===== src/rtl/quick_spi_pkg.sv =====
// Shared op encodings and sequencer FSM states for the quick_spi command front-end.
// Pure declarations: no latency, no backpressure.
package quick_spi_pkg;

  localparam logic OP_READ  = 1'b0;
  localparam logic OP_WRITE = 1'b1;

  typedef enum logic [1:0] {
    ST_IDLE     = 2'd0,
    ST_LAUNCH   = 2'd1,
    ST_WAIT_EOT = 2'd2,
    ST_GAP      = 2'd3
  } seq_state_t;

endpackage


===== src/rtl/quick_spi_sync_fifo.sv =====
// Synchronous FIFO, power-of-2 DEPTH; read data is the registered head (no bypass), 0-cycle read latency.
// Pushes while full and pops while empty are ignored; full/empty/count derive from the registered count.
module quick_spi_sync_fifo #(
  parameter int WIDTH = 8,
  parameter int DEPTH = 4
) (
  input  logic                     clk,
  input  logic                     reset_n,
  input  logic                     i_push,
  input  logic [WIDTH-1:0]         i_push_dat,
  input  logic                     i_pop,
  output logic [WIDTH-1:0]         o_pop_dat,
  output logic                     o_full,
  output logic                     o_empty,
  output logic [$clog2(DEPTH):0]   o_count
);

  localparam int PW = $clog2(DEPTH);
  localparam logic [PW:0] FULL_CNT = (PW+1)'(DEPTH);

  logic [WIDTH-1:0] r_mem [DEPTH];
  logic [PW-1:0]    r_wr_ptr;
  logic [PW-1:0]    r_rd_ptr;
  logic [PW:0]      r_count;
  logic             w_push;
  logic             w_pop;

  assign w_push = i_push && !o_full;
  assign w_pop  = i_pop && !o_empty;

  always_ff @(posedge clk or negedge reset_n) begin
    if (!reset_n) begin
      r_wr_ptr <= '0;
      r_rd_ptr <= '0;
      r_count  <= '0;
    end else begin
      if (w_push) r_wr_ptr <= r_wr_ptr + 1'b1;
      if (w_pop)  r_rd_ptr <= r_rd_ptr + 1'b1;
      case ({w_push, w_pop})
        2'b10:   r_count <= r_count + 1'b1;
        2'b01:   r_count <= r_count - 1'b1;
        default: r_count <= r_count;
      endcase
    end
  end

  always_ff @(posedge clk) begin
    if (w_push) r_mem[r_wr_ptr] <= i_push_dat;
  end

  assign o_pop_dat = r_mem[r_rd_ptr];
  assign o_full    = (r_count == FULL_CNT);
  assign o_empty   = (r_count == '0);
  assign o_count   = r_count;

endmodule


===== src/rtl/quick_spi_sequencer.sv =====
// Queues host commands and runs them one at a time on quick_spi; start 1 cycle after a head is seen in IDLE.
// cmd_ready = cmd FIFO not full; reads wait for rsp space. Watchdog only with QUICK_SPI_SEQ_TIMEOUT_EN.
import quick_spi_pkg::*;

module quick_spi_sequencer #(
  parameter int NUMBER_OF_SLAVES    = 2,
  parameter int OUTGOING_DATA_WIDTH = 16,
  parameter int INCOMING_DATA_WIDTH = 8,
  parameter int CMD_FIFO_DEPTH      = 4,
  parameter int RSP_FIFO_DEPTH      = 4,
  parameter int TIMEOUT_CYCLES      = 1024
) (
  input  logic                           clk,
  input  logic                           reset_n,
  input  logic                           cmd_valid,
  output logic                           cmd_ready,
  input  logic [NUMBER_OF_SLAVES-1:0]    cmd_slave,
  input  logic                           cmd_operation,
  input  logic [OUTGOING_DATA_WIDTH-1:0] cmd_data,
  output logic                           rsp_valid,
  input  logic                           rsp_ready,
  output logic [INCOMING_DATA_WIDTH-1:0] rsp_data,
  output logic [NUMBER_OF_SLAVES-1:0]    rsp_slave,
  output logic                           start_transaction,
  output logic [NUMBER_OF_SLAVES-1:0]    slave,
  output logic                           operation,
  output logic [OUTGOING_DATA_WIDTH-1:0] outgoing_data,
  input  logic                           end_of_transaction,
  input  logic [INCOMING_DATA_WIDTH-1:0] incoming_data,
  output logic                           busy,
  output logic                           timeout_error
);

  localparam int CMD_W = 1 + NUMBER_OF_SLAVES + OUTGOING_DATA_WIDTH;
  localparam int RSP_W = NUMBER_OF_SLAVES + INCOMING_DATA_WIDTH;
  localparam int RCW   = $clog2(RSP_FIFO_DEPTH) + 1;
  localparam logic [RCW-1:0] RSP_FULL_CNT = RCW'(RSP_FIFO_DEPTH);

  seq_state_t                     r_state;
  logic                           r_start;
  logic [NUMBER_OF_SLAVES-1:0]    r_slave;
  logic                           r_operation;
  logic [OUTGOING_DATA_WIDTH-1:0] r_outgoing_data;

  logic                           w_cmd_push;
  logic                           w_cmd_full;
  logic                           w_cmd_empty;
  logic [CMD_W-1:0]               w_cmd_head;
  logic                           w_head_op;
  logic [NUMBER_OF_SLAVES-1:0]    w_head_slave;
  logic [OUTGOING_DATA_WIDTH-1:0] w_head_data;
  logic                           w_rsp_empty;
  logic [RCW-1:0]                 w_rsp_count;
  logic [RSP_W-1:0]               w_rsp_head;
  logic                           w_rsp_space;
  logic                           w_launch;
  logic                           w_rsp_push;
  logic                           w_timeout;

  assign w_cmd_push = cmd_valid && cmd_ready;
  assign cmd_ready  = !w_cmd_full;

  quick_spi_sync_fifo #(
    .WIDTH (CMD_W),
    .DEPTH (CMD_FIFO_DEPTH)
  ) u_cmd_fifo (
    .clk        (clk),
    .reset_n    (reset_n),
    .i_push     (w_cmd_push),
    .i_push_dat ({cmd_operation, cmd_slave, cmd_data}),
    .i_pop      (w_launch),
    .o_pop_dat  (w_cmd_head),
    .o_full     (w_cmd_full),
    .o_empty    (w_cmd_empty),
    .o_count    ()
  );

  assign {w_head_op, w_head_slave, w_head_data} = w_cmd_head;

  // Only one transfer is ever outstanding and IDLE is reached after its response was pushed,
  // so the live count already covers reads in flight when the launch decision is made.
  assign w_rsp_space = (w_rsp_count < RSP_FULL_CNT);
  assign w_launch    = (r_state == ST_IDLE) && !w_cmd_empty &&
                       ((w_head_op == OP_WRITE) || w_rsp_space);
  assign w_rsp_push  = (r_state == ST_WAIT_EOT) && end_of_transaction &&
                       (r_operation == OP_READ);

  quick_spi_sync_fifo #(
    .WIDTH (RSP_W),
    .DEPTH (RSP_FIFO_DEPTH)
  ) u_rsp_fifo (
    .clk        (clk),
    .reset_n    (reset_n),
    .i_push     (w_rsp_push),
    .i_push_dat ({r_slave, incoming_data}),
    .i_pop      (rsp_ready),
    .o_pop_dat  (w_rsp_head),
    .o_full     (),
    .o_empty    (w_rsp_empty),
    .o_count    (w_rsp_count)
  );

  assign rsp_valid              = !w_rsp_empty;
  assign {rsp_slave, rsp_data}  = w_rsp_head;

`ifdef QUICK_SPI_SEQ_TIMEOUT_EN
  localparam int TW = $clog2(TIMEOUT_CYCLES) + 1;
  localparam logic [TW-1:0] TIMER_LAST = TW'(TIMEOUT_CYCLES - 1);

  logic [TW-1:0] r_timer;
  logic          r_timeout_error;

  assign w_timeout = (r_state == ST_WAIT_EOT) && !end_of_transaction && (r_timer == TIMER_LAST);

  always_ff @(posedge clk or negedge reset_n) begin
    if (!reset_n) begin
      r_timer         <= '0;
      r_timeout_error <= 1'b0;
    end else begin
      if (r_state == ST_LAUNCH)
        r_timer <= '0;
      else if (r_state == ST_WAIT_EOT && !w_timeout)
        r_timer <= r_timer + 1'b1;
      if (w_timeout)
        r_timeout_error <= 1'b1;
    end
  end

  assign timeout_error = r_timeout_error;
`else
  assign w_timeout     = 1'b0;
  assign timeout_error = 1'b0;
`endif

  always_ff @(posedge clk or negedge reset_n) begin
    if (!reset_n) begin
      r_state         <= ST_IDLE;
      r_start         <= 1'b0;
      r_slave         <= '0;
      r_operation     <= 1'b0;
      r_outgoing_data <= '0;
    end else begin
      case (r_state)
        ST_IDLE: begin
          if (w_launch) begin
            r_slave         <= w_head_slave;
            r_operation     <= w_head_op;
            r_outgoing_data <= w_head_data;
            r_start         <= 1'b1;
            r_state         <= ST_LAUNCH;
          end
        end
        ST_LAUNCH: begin
          r_start <= 1'b0;
          r_state <= ST_WAIT_EOT;
        end
        ST_WAIT_EOT: begin
          if (end_of_transaction || w_timeout)
            r_state <= ST_GAP;
        end
        ST_GAP:  r_state <= ST_IDLE;
        default: r_state <= ST_IDLE;
      endcase
    end
  end

  assign start_transaction = r_start;
  assign slave             = r_slave;
  assign operation         = r_operation;
  assign outgoing_data     = r_outgoing_data;
  assign busy              = (r_state != ST_IDLE) || !w_cmd_empty;

endmodule


===== config.mk =====
export PLATFORM = sky130hd
export DESIGN_NAME = quick_spi_sequencer
export DESIGN_NICKNAME = d
export VERILOG_FILES = /design/src/rtl/quick_spi_pkg.sv /design/src/rtl/quick_spi_sync_fifo.sv /design/src/rtl/quick_spi_sequencer.sv
export SDC_FILE = /design/constraint.sdc
export NUM_CORES = 1
export LEC_CHECK = 0
export BUFFER_PORTS_ARGS = -buffer_cell sky130_fd_sc_hd__clkbuf_2
export CORE_MARGIN = 2
export CORE_UTILIZATION = 58
export CTS_BUF_LIST = sky130_fd_sc_hd__clkbuf_16
export CTS_CLUSTER_DIAMETER = 50
export DETAILED_ROUTE_END_ITERATION = 7
export PLACE_DENSITY = 0.79
export REMOVE_ABC_BUFFERS = 1
export SETUP_SLACK_MARGIN = 0.15
export SLEW_MARGIN = 15
export SYNTH_ARGS = -nofsm -noshare
export SYNTH_HDL_FRONTEND = slang
export SYNTH_SLANG_ARGS = --single-unit

===== constraint.sdc =====
create_clock -name clk -period 2.9 [get_ports clk]
set_input_delay 0.58 -clock clk [delete_from_list [all_inputs] [get_ports clk]]
set_output_delay 0.58 -clock clk [all_outputs]
set_load 0.005 [all_outputs]

==> results of run 1 <==
-- Yosys cell counts (2+ instances only) --
cell      number
edfxtp_1     116
dfrtp_1       36
mux4_2        29
mux2_2        20
inv_1         14
ha_1          13
xnor2_1        9
and2_1         6
nand2_1        5
and3_1         4
buf_2          4
xor2_1         3
buf_6          2
clkbuf_1       2
fa_1           2
nand3_1        2
nor2_1         2
nor2b_1        2
o31a_1         2
-- worst max-delay path by stage --
| stage | from | endpoint |
|---|---|---|
| after detailed placement | r_state[0] | u_cmd_fifo.o_count[1] |
| after global placement | u_cmd_fifo.r_rd_ptr[0] | u_cmd_fifo.o_count[2] |
| after floorplan | u_cmd_fifo.r_rd_ptr[0] | u_cmd_fifo.o_count[2] |
| after global routing | u_rsp_fifo.r_rd_ptr[0] | rsp_data[7] |
| after CTS | u_rsp_fifo.r_rd_ptr[0] | rsp_data[7] |
| final | u_rsp_fifo.r_rd_ptr[0] | rsp_data[7] |
-- logic make-up after synthesis --
group	after synthesis
multiplexers	51
AO/OA/AOI/OAI	13
flip-flops	152
buffers and inverters	23
XOR/XNOR	12
other	1
adder cells (fa/ha/maj)	15
AND/OR/NAND/NOR	26
-- state kept, by name (all words and copies together), names as in the netlist, 2 cells and up --
name / count
u_cmd_fifo.r_rd_ptr: 2
u_cmd_fifo.r_wr_ptr: 2
u_cmd_fifo.o_count: 3
u_rsp_fifo.r_wr_ptr: 2
u_rsp_fifo.r_mem: 40
u_rsp_fifo.o_count: 3
r_state: 2
outgoing_data: 16
u_rsp_fifo.r_rd_ptr: 2
slave: 2
u_cmd_fifo.r_mem: 76
-- power by group --
group | switching, mW | internal (mW) | leakage [nW] | total, mW
clock | 0.847 | 1.18 | 0.263 | 2.03
sequential | 0.322 | 2.93 | 1.48 | 3.25
combinational | 1.02 | 1.12 | 0.894 | 2.14
total | 2.19 | 5.23 | 2.64 | 7.42
-- critical path: cells and delay by family (launching register included) --
kind     cells  cell delay, ns
flops        1            0.57
buf+inv      2            0.39
mux          1            0.52
-- per-stage QoR --
step	setup WS, ns	TNS (ns)	hold WS [ns]	util [%]
5_1_grt	0.350	0	0.373	68.9
3_3_place_gp	0.683	0	0.485	63.5
2_1_floorplan	-0.385	-0.728	0.284	-
4_1_cts	0.381	0	0.345	68.9
6_report	0.433	0	0.323	68.9
3_5_place_dp	0.634	0	0.499	63.5
-- area by class of cell --
type	count	area, um^2	area share [%]
Clock buffer	17	425	6.09
Clock inverter	15	129	1.84
Inverter	14	52.6	0.752
Multi-Input combinational cell	118	1470	21.0
Sequential cell	152	4380	62.7
Tap cell	136	170	2.43
Timing Repair Buffer	69	358	5.12
-- per-layer routing --
layer / up-vias / routed length (um)
met5: - / 0
met3: 4 / 392
met4: 0 / 49
met1: 1529 / 3880
met2: 63 / 5730
li1: 1310 / -
==> impl_metrics.ini, run 1 <==
[outcome]
outcome = finished, final reports clean

[floorplanning]
die_height_um = 105
dieArea_um2 = 11100
core.rowCount = 37
die_w_um = 105
ioPinCount = 66
design.core.area_um2 = 10100
initial_core_util_pct = 58.8

[drt]
first_iter_violations = 197
vias = 2906
drt-pass1-iter-count = 5
wire_per_inst_um = 19.3
avgViaCountPerCell = 5.58
drt-total-wl_um = 10000
drc = 0
ant_nets = 0

[place]
hpwl_um = 6050
post-place-cells = 489
place.gp.congestion = 0.719
io_buffers = 64
place_area_um2 = 6430

[layout]
layout_common_cells = edfxtp_1 (116), clkbuf_2 (64), dfrtp_1 (36)
final_common_cell = edfxtp_1
drive_gt1_share_pct = 38.7
design_area_um2 = 6990
nets = 419
finalNonFillerCells = 521
syn_to_final_growth_pct = 17.2
antenna_cells = 0
num-fill-cells = 653

[sta]
min_period_ns = 2.47
setup_viol = 0
fin_skew_ns = 0.0117
hold_viol = 0
worst-slew-pin-transition_ns = 1.02
drv_slew = 0
finalCritPeriodShare_pct = 85.1
rsz0062_at_grt = no
fmax_mhz = 405
max_slew_margin_pct = 31.9

[logic_synthesis]
synthCells = 293
async_reset_ff_share_pct = 23.7
synth_warnings = 0
synth_cell_type_count = 39
synth-compound-area-share_pct = 1.85
yosysSeqAreaShare_pct = 73.5
synthFlopType = edfxtp_1
avgSynthCellArea_um2 = 20.4
synth_edf_count = 116
yosysTopAreaCellShare_pct = 58.4
synth-simple-area-share_pct = 2.50
synth_xor_area_share_pct = 1.76
yosysTopAreaCell = edfxtp_1
ys_top_cells_by_area = edfxtp_1 (58%), dfrtp_1 (15%), mux4_2 (11%)
ys_ff_latch = 152
synth_top_family_by_area = multiplexers
synthAdderAreaFrac_pct = 3.40
netlist_area_um2 = 5960
synth_mux_area_share_pct = 15.1

[critical_path]
r2r_slack_ns = 0.59
slowest_stage = dfrtp_1
crit_arrival_ns = 1.89
critical_path_class = reg2out
r2r-end = u_cmd_fifo.o_count[1]
critical_path.cell_chain = buf_4, mux4_2, clkbuf_2
r2r_cells = 8
end_kind = output pin
worst_setup_path_start_kind = flip-flop
cp_max_fo = 7
slowest_delay_ns = 0.57
r2r_start = r_state[0]
cp.required_ns = 2.32

[global_routing]
busiest_layer = met2
grt_util_met1_pct = 21.5
grt_max_degree = 37
grt.met3_usage_pct = 4.82
grt_pass1_wl_um = 15800
overflow = 0
antenna_found_initial = 0
first_global_vias = 3117
grt_use_total_pct = 19.4
grt_use_met2_pct = 36.0

[clock_network]
cts_root_buf = clkbuf_16
cts_made_buffers = 17
clkSlewWorstSetupHoldPaths_ns = 0.06
clockBufferDepth = 2
cts_tree = yes
cts_hold_buf = 0
clkLatencyLatePin_ns = 0.41
cts_resized = 0
htree_levels = 4
clock-sinks = 152
cts_setup_buffers = 0

[pwr]
p_total_mw = 7.42
cellPowerDensity_nw_per_um2 = 1060
p_leak_nw = 2.64
irDropWorstVdd_mv = 0.505

[hold_path]
min_path_type = in2async

[flow_run]
drv_cap = 0
No activity file was read; power rests on OpenSTA's default activity.
==> run 2, diff against run 1 <==
--- a/config.mk
+++ b/config.mk
@@ -6,7 +6,7 @@
 export NUM_CORES = 1
 export LEC_CHECK = 0
 export BUFFER_PORTS_ARGS = -buffer_cell sky130_fd_sc_hd__clkbuf_2
-export CORE_MARGIN = 2
+export CORE_MARGIN = 4
 export CORE_UTILIZATION = 58
 export CTS_BUF_LIST = sky130_fd_sc_hd__clkbuf_16
 export CTS_CLUSTER_DIAMETER = 50
==> run 2 against run 1 <==
Critical path depth did not move; register-to-register slack barely moved; final cell count fell by 0.58%; cell area rose by 0.30%; hold slack improved by 0.0032 ns; sequential power barely moved; combinational power barely moved; sequential share of layout area fell by 0.19 points; setup slack improved by 0.025 ns; non-clock buffer count did not move; critical endpoint is now rsp_data[4]; largest power group unchanged.
==> impl_metrics.ini, run 2 (synthesis results as in run 1) <==
[global_routing]
grt_pass1_wl_um = 16300
grt_use_total_pct = 18.8
antenna_found_initial = 0
grt_max_degree = 37
overflow = 0
first_global_vias = 3145

[layout]
design_area_um2 = 7010
multiInputGateArea_um2 = 1470
antenna_cells = 0
layout_common_cells = edfxtp_1 (116), clkbuf_2 (64), dfrtp_1 (36)
largest-register = u_cmd_fifo.r_mem
num-fill-cells = 654
final_common_cell = edfxtp_1
seq_area_um2 = 4380
syn_to_final_growth_pct = 17.5
nets = 419
drive_gt1_share_pct = 39.5
largest_reg_flops = 76

[clock_network]
cts_tree = yes
cts_root_buf = clkbuf_16
cts_hold_buf = 0
cts_setup_buffers = 0
clockBufferDepth = 2
htree_levels = 4
cts_made_buffers = 17
cts_resized = 0
clock-sinks = 152
clkLatencyLatePin_ns = 0.41
clkSlewWorstSetupHoldPaths_ns = 0.06

[critical_path]
cp_max_fo = 7
slowest_stage = dfrtp_1
crit_arrival_ns = 1.86
path_buf_inv = 2
critical_path.cell_chain = buf_4, mux4_2, clkbuf_2
slowest_delay_ns = 0.56
cp.required_ns = 2.32
critical_path_class = reg2out
cp_top_family = flip-flops
worst_setup_path_start_kind = flip-flop
end_kind = output pin

[floorplanning]
dieArea_um2 = 12000
die_w_um = 109
die_height_um = 109
core.rowCount = 36
initial_core_util_pct = 60.2
ioPinCount = 66
design.core.area_um2 = 9910

[pwr]
p_leak_nw = 2.66
cellPowerDensity_nw_per_um2 = 1070
irDropWorstVdd_mv = 0.520

[place]
io_buffers = 64
post-place-ws_ns = 0.581
place_area_um2 = 6430
hpwl_um = 6120
place.gp.congestion = 0.718

[drt]
first_iter_violations = 189
drt-pass1-iter-count = 4
drc = 0
vias = 2852
wire_per_inst_um = 19.1
drt-total-wl_um = 9890
ant_nets = 0
avgViaCountPerCell = 5.51

[sta]
worst-slew-pin-transition_ns = 1.02
min_period_ns = 2.44
worst_slack_ns = 0.459
fmax_mhz = 410
finalCritPeriodShare_pct = 84.2
fin_skew_ns = 0.0141
setup_viol = 0
rsz0062_at_grt = no
drv_slew = 0
hold_viol = 0
setup_tns_ns = 0
max_slew_margin_pct = 32.0

[flow_run]
drv_cap = 0

[hold_path]
min_path_type = in2async

[outcome]
outcome = finished, final reports clean
## run 2: changes by cell type in the layout (fill, tap and decap cells not counted)
| cell | change |
|---|---|
| inv_6 | +6 |
| clkinvlp_4 | -4 |
| inv_1 | -1 |
| inv_8 | +2 |
| clkinv_1 | -2 |
| clkinv_4 | -1 |
## run 2: final cells by class
type | count | area share, %
clock buffers | 17 | 6.07
clock inverters | 15 | 2.20
inverters | 14 | 0.750
multi-input cells | 118 | 21.0
flip-flops and latches | 152 | 62.5
well taps | 133 | 2.37
repair buffers | 69 | 5.10
## run 2: worst reg2reg max path, cell delays in order (launching register included)
cell and delay (ns):
dfrtp_1 0.39, mux4_2 0.61, o21ai_4 0.17, inv_1 0.06, ha_1 0.23, fa_1 0.38
xnor2_1 0.16, nor2_1 0.06, xor2_1 0.13
## run 2: through the flow
step	instances	power, mW	util, %	hold WS, ns
finish	518	7.50	70.7	0.326
global route	518	7.99	70.7	0.374
CTS	518	7.61	70.7	0.365
detailed placement	486	5.45	64.9	0.496
global placement	486	5.35	64.9	0.485
floorplan	284	4.69	-	0.284
## run 2: layer usage
metal / vias to the layer above / global-route usage [%] / share of wire (%)
met5: - / 0 / 0
met4: 0 / 6.59 / 1.4
met3: 14 / 5.23 / 4.7
met2: 72 / 31.2 / 53
met1: 1449 / 24.1 / 41
li1: 1317 / - / -
## run 2: worst paths after layout
path                                   startpoint                      end  slack [ns]  cells past startpoint
hold / removal                            reset_n                operation        0.33                      1
hold reg to reg                  outgoing_data[0]         outgoing_data[0]        0.51                      1
setup reg to reg           u_cmd_fifo.r_rd_ptr[0]    u_cmd_fifo.o_count[2]        0.59                      8
min in group clk                     cmd_data[11]  u_cmd_fifo.r_mem[0][11]        0.38                      1
setup / recovery           u_rsp_fifo.r_rd_ptr[0]              rsp_data[4]        0.46                      3
max in group asynchronous                 reset_n         outgoing_data[2]        1.96                      1
## run 2: power by group
part / switching [mW] / leakage [nW] / internal (mW)
Combinational: 1.02 / 0.894 / 1.12
Clock: 0.915 / 0.289 / 1.22
Sequential: 0.312 / 1.48 / 2.93
Total: 2.24 / 2.66 / 5.26
